**config.mk**
```make
export PLATFORM = sky130hd
export DESIGN_NAME = pwm_seq
export DESIGN_NICKNAME = d
export VERILOG_FILES = /design/src/rtl/pwm_seq.sv
export SDC_FILE = /design/constraint.sdc
export NUM_CORES = 1
export LEC_CHECK = 0
export CAP_MARGIN = 20
export CORE_UTILIZATION = 25
export DETAILED_ROUTE_END_ITERATION = 12
export HOLD_SLACK_MARGIN = 0.02
export PLACE_DENSITY = 0.43
export SYNTH_ARGS = -nofsm -noshare
export SYNTH_HDL_FRONTEND = slang
export SYNTH_SLANG_ARGS = --single-unit
```
**constraint.sdc**
```tcl
create_clock -name clk -period 3.62 [get_ports clk]
set_input_delay 0.724 -clock clk [delete_from_list [all_inputs] [get_ports clk]]
set_output_delay 0.724 -clock clk [all_outputs]
set_load 0.1 [all_outputs]
```
**src/rtl/pwm_seq.sv**
```systemverilog
// Bus initiator that programs, verifies, holds and then disables one channel
// of the 8-channel PWM register block for each accepted command.
module pwm_seq #(
  parameter int HOLD_W = 32
) (
  input  logic              clk,
  input  logic              rst_n,
  input  logic              cmd_valid,
  output logic              cmd_ready,
  input  logic [2:0]        cmd_ch,
  input  logic [31:0]       cmd_period,
  input  logic [31:0]       cmd_duty,
  input  logic [HOLD_W-1:0] cmd_hold,
  input  logic              abort,
  output logic [7:0]        addr,
  output logic              wr,
  output logic              rd,
  output logic [31:0]       d_out,
  input  logic [31:0]       d_in,
  output logic              done,
  output logic              err
);

  // state | meaning
  // IDLE  | waiting for a command, cmd_ready high
  // WR_T  | write period to base+4
  // WR_D  | write duty to base+8
  // WR_E1 | write enable=1 to base
  // RD_E  | read enable back from base
  // CHK   | judge read-back, load hold counter
  // HOLD  | channel running, counting down
  // WR_E0 | write enable=0 to base
  // DONE  | one-cycle done pulse with err
  typedef enum logic [3:0] {
    S_IDLE, S_WR_T, S_WR_D, S_WR_E1, S_RD_E, S_CHK, S_HOLD, S_WR_E0, S_DONE
  } state_t;

  state_t            state;
  logic [2:0]        ch_q;
  logic [31:0]       duty_q;
  logic [HOLD_W-1:0] hold_q;
  logic [HOLD_W-1:0] cnt;
  logic              chk_ok;
  logic [7:0]        base;

  wire unused_d_in = ^d_in[31:1];

  function automatic logic [7:0] base_of(input logic [2:0] ch);
    return ({5'd0, ch} << 3) + ({5'd0, ch} << 2);
  endfunction

  assign base = base_of(ch_q);

  // Bus outputs are registered together with the state, so every transition
  // into a bus state also loads that state's addr/wr/rd/d_out.
  always_ff @(posedge clk or negedge rst_n) begin
    if (!rst_n) begin
      state     <= S_IDLE;
      cmd_ready <= 1'b1;
      done      <= 1'b0;
      err       <= 1'b0;
      addr      <= 8'd0;
      wr        <= 1'b0;
      rd        <= 1'b0;
      d_out     <= 32'd0;
      ch_q      <= 3'd0;
      duty_q    <= 32'd0;
      hold_q    <= '0;
      cnt       <= '0;
      chk_ok    <= 1'b0;
    end else begin
      addr  <= 8'd0;
      wr    <= 1'b0;
      rd    <= 1'b0;
      d_out <= 32'd0;
      done  <= 1'b0;
      case (state)
        S_IDLE: begin
          if (cmd_valid && cmd_ready) begin
            cmd_ready <= 1'b0;
            ch_q      <= cmd_ch;
            duty_q    <= cmd_duty;
            hold_q    <= cmd_hold;
            if (cmd_period == 32'd0 || cmd_duty > cmd_period) begin
              state <= S_DONE;
              done  <= 1'b1;
              err   <= 1'b1;
            end else begin
              err   <= 1'b0;
              state <= S_WR_T;
              wr    <= 1'b1;
              addr  <= base_of(cmd_ch) + 8'd4;
              d_out <= cmd_period;
            end
          end
        end
        S_WR_T: begin
          state <= S_WR_D;
          wr    <= 1'b1;
          addr  <= base + 8'd8;
          d_out <= duty_q;
        end
        S_WR_D: begin
          state <= S_WR_E1;
          wr    <= 1'b1;
          addr  <= base;
          d_out <= 32'd1;
        end
        S_WR_E1: begin
          state <= S_RD_E;
          rd    <= 1'b1;
          addr  <= base;
        end
        S_RD_E: begin
          chk_ok <= d_in[0];
          state  <= S_CHK;
        end
        S_CHK: begin
          if (!chk_ok || hold_q == '0) begin
            if (!chk_ok) err <= 1'b1;
            state <= S_WR_E0;
            wr    <= 1'b1;
            addr  <= base;
          end else begin
            cnt   <= hold_q - {{(HOLD_W-1){1'b0}}, 1'b1};
            state <= S_HOLD;
          end
        end
        S_HOLD: begin
          if (abort || cnt == '0) begin
            state <= S_WR_E0;
            wr    <= 1'b1;
            addr  <= base;
          end else begin
            cnt <= cnt - {{(HOLD_W-1){1'b0}}, 1'b1};
          end
        end
        S_WR_E0: begin
          state <= S_DONE;
          done  <= 1'b1;
        end
        S_DONE: begin
          state     <= S_IDLE;
          cmd_ready <= 1'b1;
        end
        default: begin
          state     <= S_IDLE;
          cmd_ready <= 1'b1;
        end
      endcase
    end
  end

endmodule

```
# Yosys cells after proc, flatten, opt, wreduce, memory -nomap -nowiden
# Cells that the tools add are included.
[totals]
ff_bits = 149
in_bits = 135
out_inout_bits = 45
word_cells = 84
[op_classes]
n_addsub = 6
order_cmp = 1
eq_ne = 13
muxes = 31
n_bitwise = 1
n_reduce_logical = 19
[ops]
columns = ["op", "n"]
rows = [
  ["$mux 32", 4],
  ["$logic_not 32->1", 3],
  ["$pmux 32 s3", 1],
  ["$pmux 32 s2", 1],
  ["$sub 32x1->32 const B", 2],
  ["$pmux 8 s5", 1],
  ["$gt 32x32->1", 1],
  ["$pmux 4 s8", 1],
  ["$eq 4x3->1 const B", 4],
  ["$mux 8", 2],
  ["$add 6x5->7", 2],
  ["$mux 7", 2],
  ["$mux 1", 12],
  ["$mux 4", 3],
  ["$ne 2x2->1 const B", 6],
  ["$add 7x3->8 const B", 1],
  ["$add 7x4->8 const B", 1],
  ["$eq 4x2->1 const B", 2],
  ["$reduce_or 7->1", 1],
  ["$pmux 1 s2", 3],
  ["$reduce_and 2->1", 3],
  ["$eq 4x1->1 const B", 1],
  ["$logic_not 4->1", 1],
  ["$pmux 1 s4", 1],
  ["8 further kinds", 12],
]

# Logic depth before layout (Yosys ltp)
[logic_depth]
depth_word = 5
mapped_depth = 13
depth_no_buf = 9

# Worst setup path after synthesis
# No wires, ideal clock.
[synth_path]
path_kind = "reg-to-reg"
from = "register state[2]"
to = "register cnt[20]"
setup_time_ps = 127
arrival_ps = 3190
required_time_ps = 3493
path_slack_ps = 303
path_stages_with_launch = 14
path_buffers = 5
synth_period_minus_slack_ps = 3317
path_cell_list = "dfrtp_1 -> buf_2 -> nand4bb_1 -> buf_2 -> clkbuf_1 -> clkbuf_1 -> clkbuf_1 -> mux2i_1 -> ha_1 -> o221ai_1 -> nor3_1 -> mux2_2 -> a21oi_1 -> a21oi_1"
[synth_between]
elab_chain_len = 3
word_cells_on_any_way = 7
classes_between = "eq/ne: 4; mux: 1; reduce/logical: 2"
[synth_lines]
columns = ["element", "line_no", "text"]
rows = [
  ["from (decl)", "38", "state_t state;"],
  ["from (signal assigned)", "58", "state <= S_IDLE;"],
  ["from (signal assigned)", "85", "state <= S_DONE;"],
  ["from (signal assigned)", "90", "state <= S_WR_T;"],
  ["$eq 4x3->1", "77", "case (state)"],
  ["$ne 2x2->1 (no line) / $reduce_bool 2->1 (equally long branches)", "-", ""],
  ["$reduce_and 3->1 (no line)", "-", ""],
  ["to (signal assigned)", "125", "cnt <= hold_q - {{(HOLD_W-1){1'b0}}, 1'b1};"],
  ["to (signal assigned)", "135", "cnt <= cnt - {{(HOLD_W-1){1'b0}}, 1'b1};"],
  ["to (decl)", "42", "logic [HOLD_W-1:0] cnt;"],
]
# Parallel ways exist; a longest one is shown, timed or not.
# A chain may end at the register's enable or synchronous reset.

# Worst setup path after layout
[layout_path]
from = "input port cmd_period[29]"
to = "register wr"
[layout_between]
elab_chain_len = 5
word_cells_on_any_way = 6
classes_between = "order compare: 1; mux: 3; reduce/logical: 2"
[layout_lines]
columns = ["element", "line_no", "text"]
rows = [
  ["from (decl)", "11", "input logic [31:0] cmd_period,"],
  ["$gt 32x32->1 / $logic_not 32->1 (equally long branches)", "84", "if (cmd_period == 32'd0 || cmd_duty > cmd_period) begin"],
  ["$logic_or 1x1->1 *", "84", ""],
  ["$mux 1 *", "84", ""],
  ["$mux 1 *", "79", "if (cmd_valid && cmd_ready) begin"],
  ["$pmux 1 s4 *", "77", ""],
  ["to (signal assigned)", "73", "wr <= 1'b0;"],
  ["to (signal assigned)", "91", "wr <= 1'b1;"],
  ["to (signal assigned)", "99", "wr <= 1'b1;"],
  ["to (decl)", "16", "output logic wr,"],
]
# Mark *: on every way between the ends. The rest lies on a longest branch, timed or not.

==> reports/qor.yml <==
logic_synthesis:
  synth_flop_cell: "dfrtp_1"
  synth_edf_count: 0
  ys_seq_area_frac: 0.4336
  ys_ff_latch: 147
  ys_warn_count: 0
  ys_async_sr_fraction: 1.000
  ys_types: 68
  netlist_instances: 844
  syn_area_um2: 8487
  avgSynthCellArea_um2: 10.06
global_routing:
  use_met3: 0.06250
  met1_usage: 0.1775
  grt_use_total: 0.1495
  antenna_found_initial: 5
  grt-busiest-layer: "met2"
  grt_pass1_wl_mm: 39.47
  first_global_vias: 7125
  met2_usage: 0.2490
  grt_max_degree: 90
  overflow: 0
worst_setup_path:
  endpoint_kind: "flip-flop"
  crit_required_ns: 3.93
  r2r_slack_ns: 0.71
  r2r-start: "hold_q[18]"
  cp_max_fo: 8
  reg2regPathDepth: 7
  endpoint: "wr"
  crit_type: "input pin to flip-flop"
  worst_setup_path_start_kind: "input pin"
  worstPathArrival_ns: 3.52
  r2r_end: "cnt[6]"
  crit_start: "cmd_period[29]"
drt:
  first_pass_iters: 5
  drc: 0
  ant_nets: 0
  via_count: 7132
  wl_per_cell_um: 16.84
  viasPerCell: 4.819
  drt_iter0_drc: 283
  wirelength_mm: 24.93
power_and_ir_drop:
  vdd_drop_max_uv: 425.4
  seqPwrFrac: 0.333
  p_sw_mw: 4.311
  cellLeakagePower_nw: 4.778
  p_int_mw: 5.098
  p_clk_frac: 0.195
  power_mw: 9.408
  swShare: 0.4582
  power.density_nw_per_um2: 825.3
  combPwrFrac: 0.472
floorplan:
  die_x_um: 186.3
  die_area_um2: 34690
  core_um2: 33450
  initial_utilization: 0.2537
  rows: 67
  boundaryPins: 180
  die_height_um: 186.3
timing:
  period_needed_ns: 3.208
  drv_slew: 0
  rsz0062_at_grt: "false"
  tightest_slew_ns: 1.078
  setup_viol: 0
  slew-limit-headroom: 0.2793
  clock_skew_ns: 0.01413
  final.period_utilization: 0.8861
  hold_violations: 0
  clock.fmax_mhz: 311.7
  tns_ns: 0
clocking:
  numCtsBuffers: 17
  cts_setup_buffers: 0
  cts.reportedPaths.clkPinSlew_ns: 0.07
  numClockSinks: 147
  cts_resized: 0
  htree_num_levels: 4
  insertion_delay_ns: 0.44
  cts_hold_buf: 0
  cts_tree: "yes"
  clockBufferDepth: 2
  cts-root-buf: "clkbuf_16"
final_layout:
  final_util: 0.3408
  layout_commonest_cell: "dfrtp_1"
  final_nets: 1196
  drive_gt1_frac: 0.1814
  mostFrequentLayoutCells: "dfrtp_1, clkdlybuf4s50_1, mux2_2, a21oi_1"
  final_cells: 1480
  area_delta_synth_final_pct: 34.32
place:
  gp_congestion: 0.8034
  post-dp-hpwl_mm: 17.96
  port_buffers: 146
  placedCellCount: 1447
outcome:
  status: "completed"
worst_hold_path:
  min_path_type: "input pin to async pin"
run:
  max_cap_violations: 0
==> power by group through the flow <==
stage | clock (mW) | sequential [mW] | combinational, mW
after floorplan | 0 | 4.06 | 2.24
after global placement | 0 | 3.17 | 4.44
after detailed placement | 0 | 3.17 | 4.47
after CTS | 1.89 | 3.15 | 4.49
after global routing | 1.95 | 3.28 | 4.84
final | 1.83 | 3.14 | 4.44
==> kinds of logic after synthesis <==
logic type      synth area share
compound gates            0.1693
xor+xnor                0.007224
fa+ha+maj                0.06516
buf+inv                  0.04275
flops                     0.4336
mux                       0.1188
other cells            0.0004419
simple gates              0.1628
==> per-layer routing <==
layer / part of all wire / up-vias
met5: 0.0017 / -
met4: 0.011 / 6
met3: 0.075 / 20
met2: 0.48 / 151
met1: 0.44 / 3469
li1: - / 3486
==> per-stage QoR <==
stage	hold WS [ns]	instance area, um2	setup slack [ns]
2_1_floorplan	0.4284	8491	0.3029
3_3_place_gp	0.4701	10810	-0.08465
3_5_place_dp	0.4743	10810	-0.1109
4_1_cts	0.3308	11400	0.3561
5_1_grt	0.3541	11400	0.2390
6_report	0.2947	11400	0.4123
==> registers in the layout, indices dropped and copies added (netlist names), 3 cells and up <==
register,count
addr,6
d_out,32
state,4
ch_q,3
duty_q,32
cnt,32
hold_q,32
==> critical path, stage by stage <==
cell             delay, ns
clkdlybuf4s50_1       0.49
inv_1                 0.05
ha_1                  0.30
nand4_1               0.11
or4_1                 0.61
a311oi_1              0.36
nor3_1                0.09
buf_4                 0.16
nand2b_1              0.24
or3b_1                0.39
==> worst min path at each step <==
stage	from	to	slack [ns]
finish	rst_n	hold_q[11]	0.29
floorplan	rst_n	addr[2]	0.43
global route	rst_n	hold_q[11]	0.35
CTS	rst_n	hold_q[11]	0.33
detailed placement	duty_q[0]	duty_q[0]	0.47
global placement	duty_q[0]	duty_q[0]	0.47
==> final cells by class <==
type | instances | area (um2)
clock inverter | 13 | 138.9
timing repair buffer | 201 | 1931
fill | 3402 | 22050
clock buffer | 19 | 452.9
tap | 448 | 560.5
antenna | 1 | 2.502
multi-input combinational | 613 | 4492
inverter | 38 | 142.6
sequential | 147 | 3680
==> synthesized netlist by cell type, drive strengths merged, types with 4 or more instances <==
cell	count	share of area
a211oi	5	0.0044
a21boi	4	0.0035
a21oi	64	0.038
a22o	31	0.032
a31oi	6	0.0044
and2	7	0.0052
and3	6	0.0044
buf	21	0.014
clkbuf	26	0.011
dfrtp	146	0.43
ha	41	0.060
inv	38	0.017
mux2	78	0.10
mux2i	13	0.015
nand2	55	0.024
nand2b	13	0.0096
nand3	19	0.012
nand4	17	0.013
nand4b	6	0.0062
nor2	56	0.025
nor3	26	0.017
nor4	25	0.023
o211ai	15	0.013
o21a	11	0.0097
o21ai	34	0.020
o31ai	16	0.014
or3	8	0.0059
xor2	4	0.0041
Note: power is estimated with default switching activity, not from simulation.
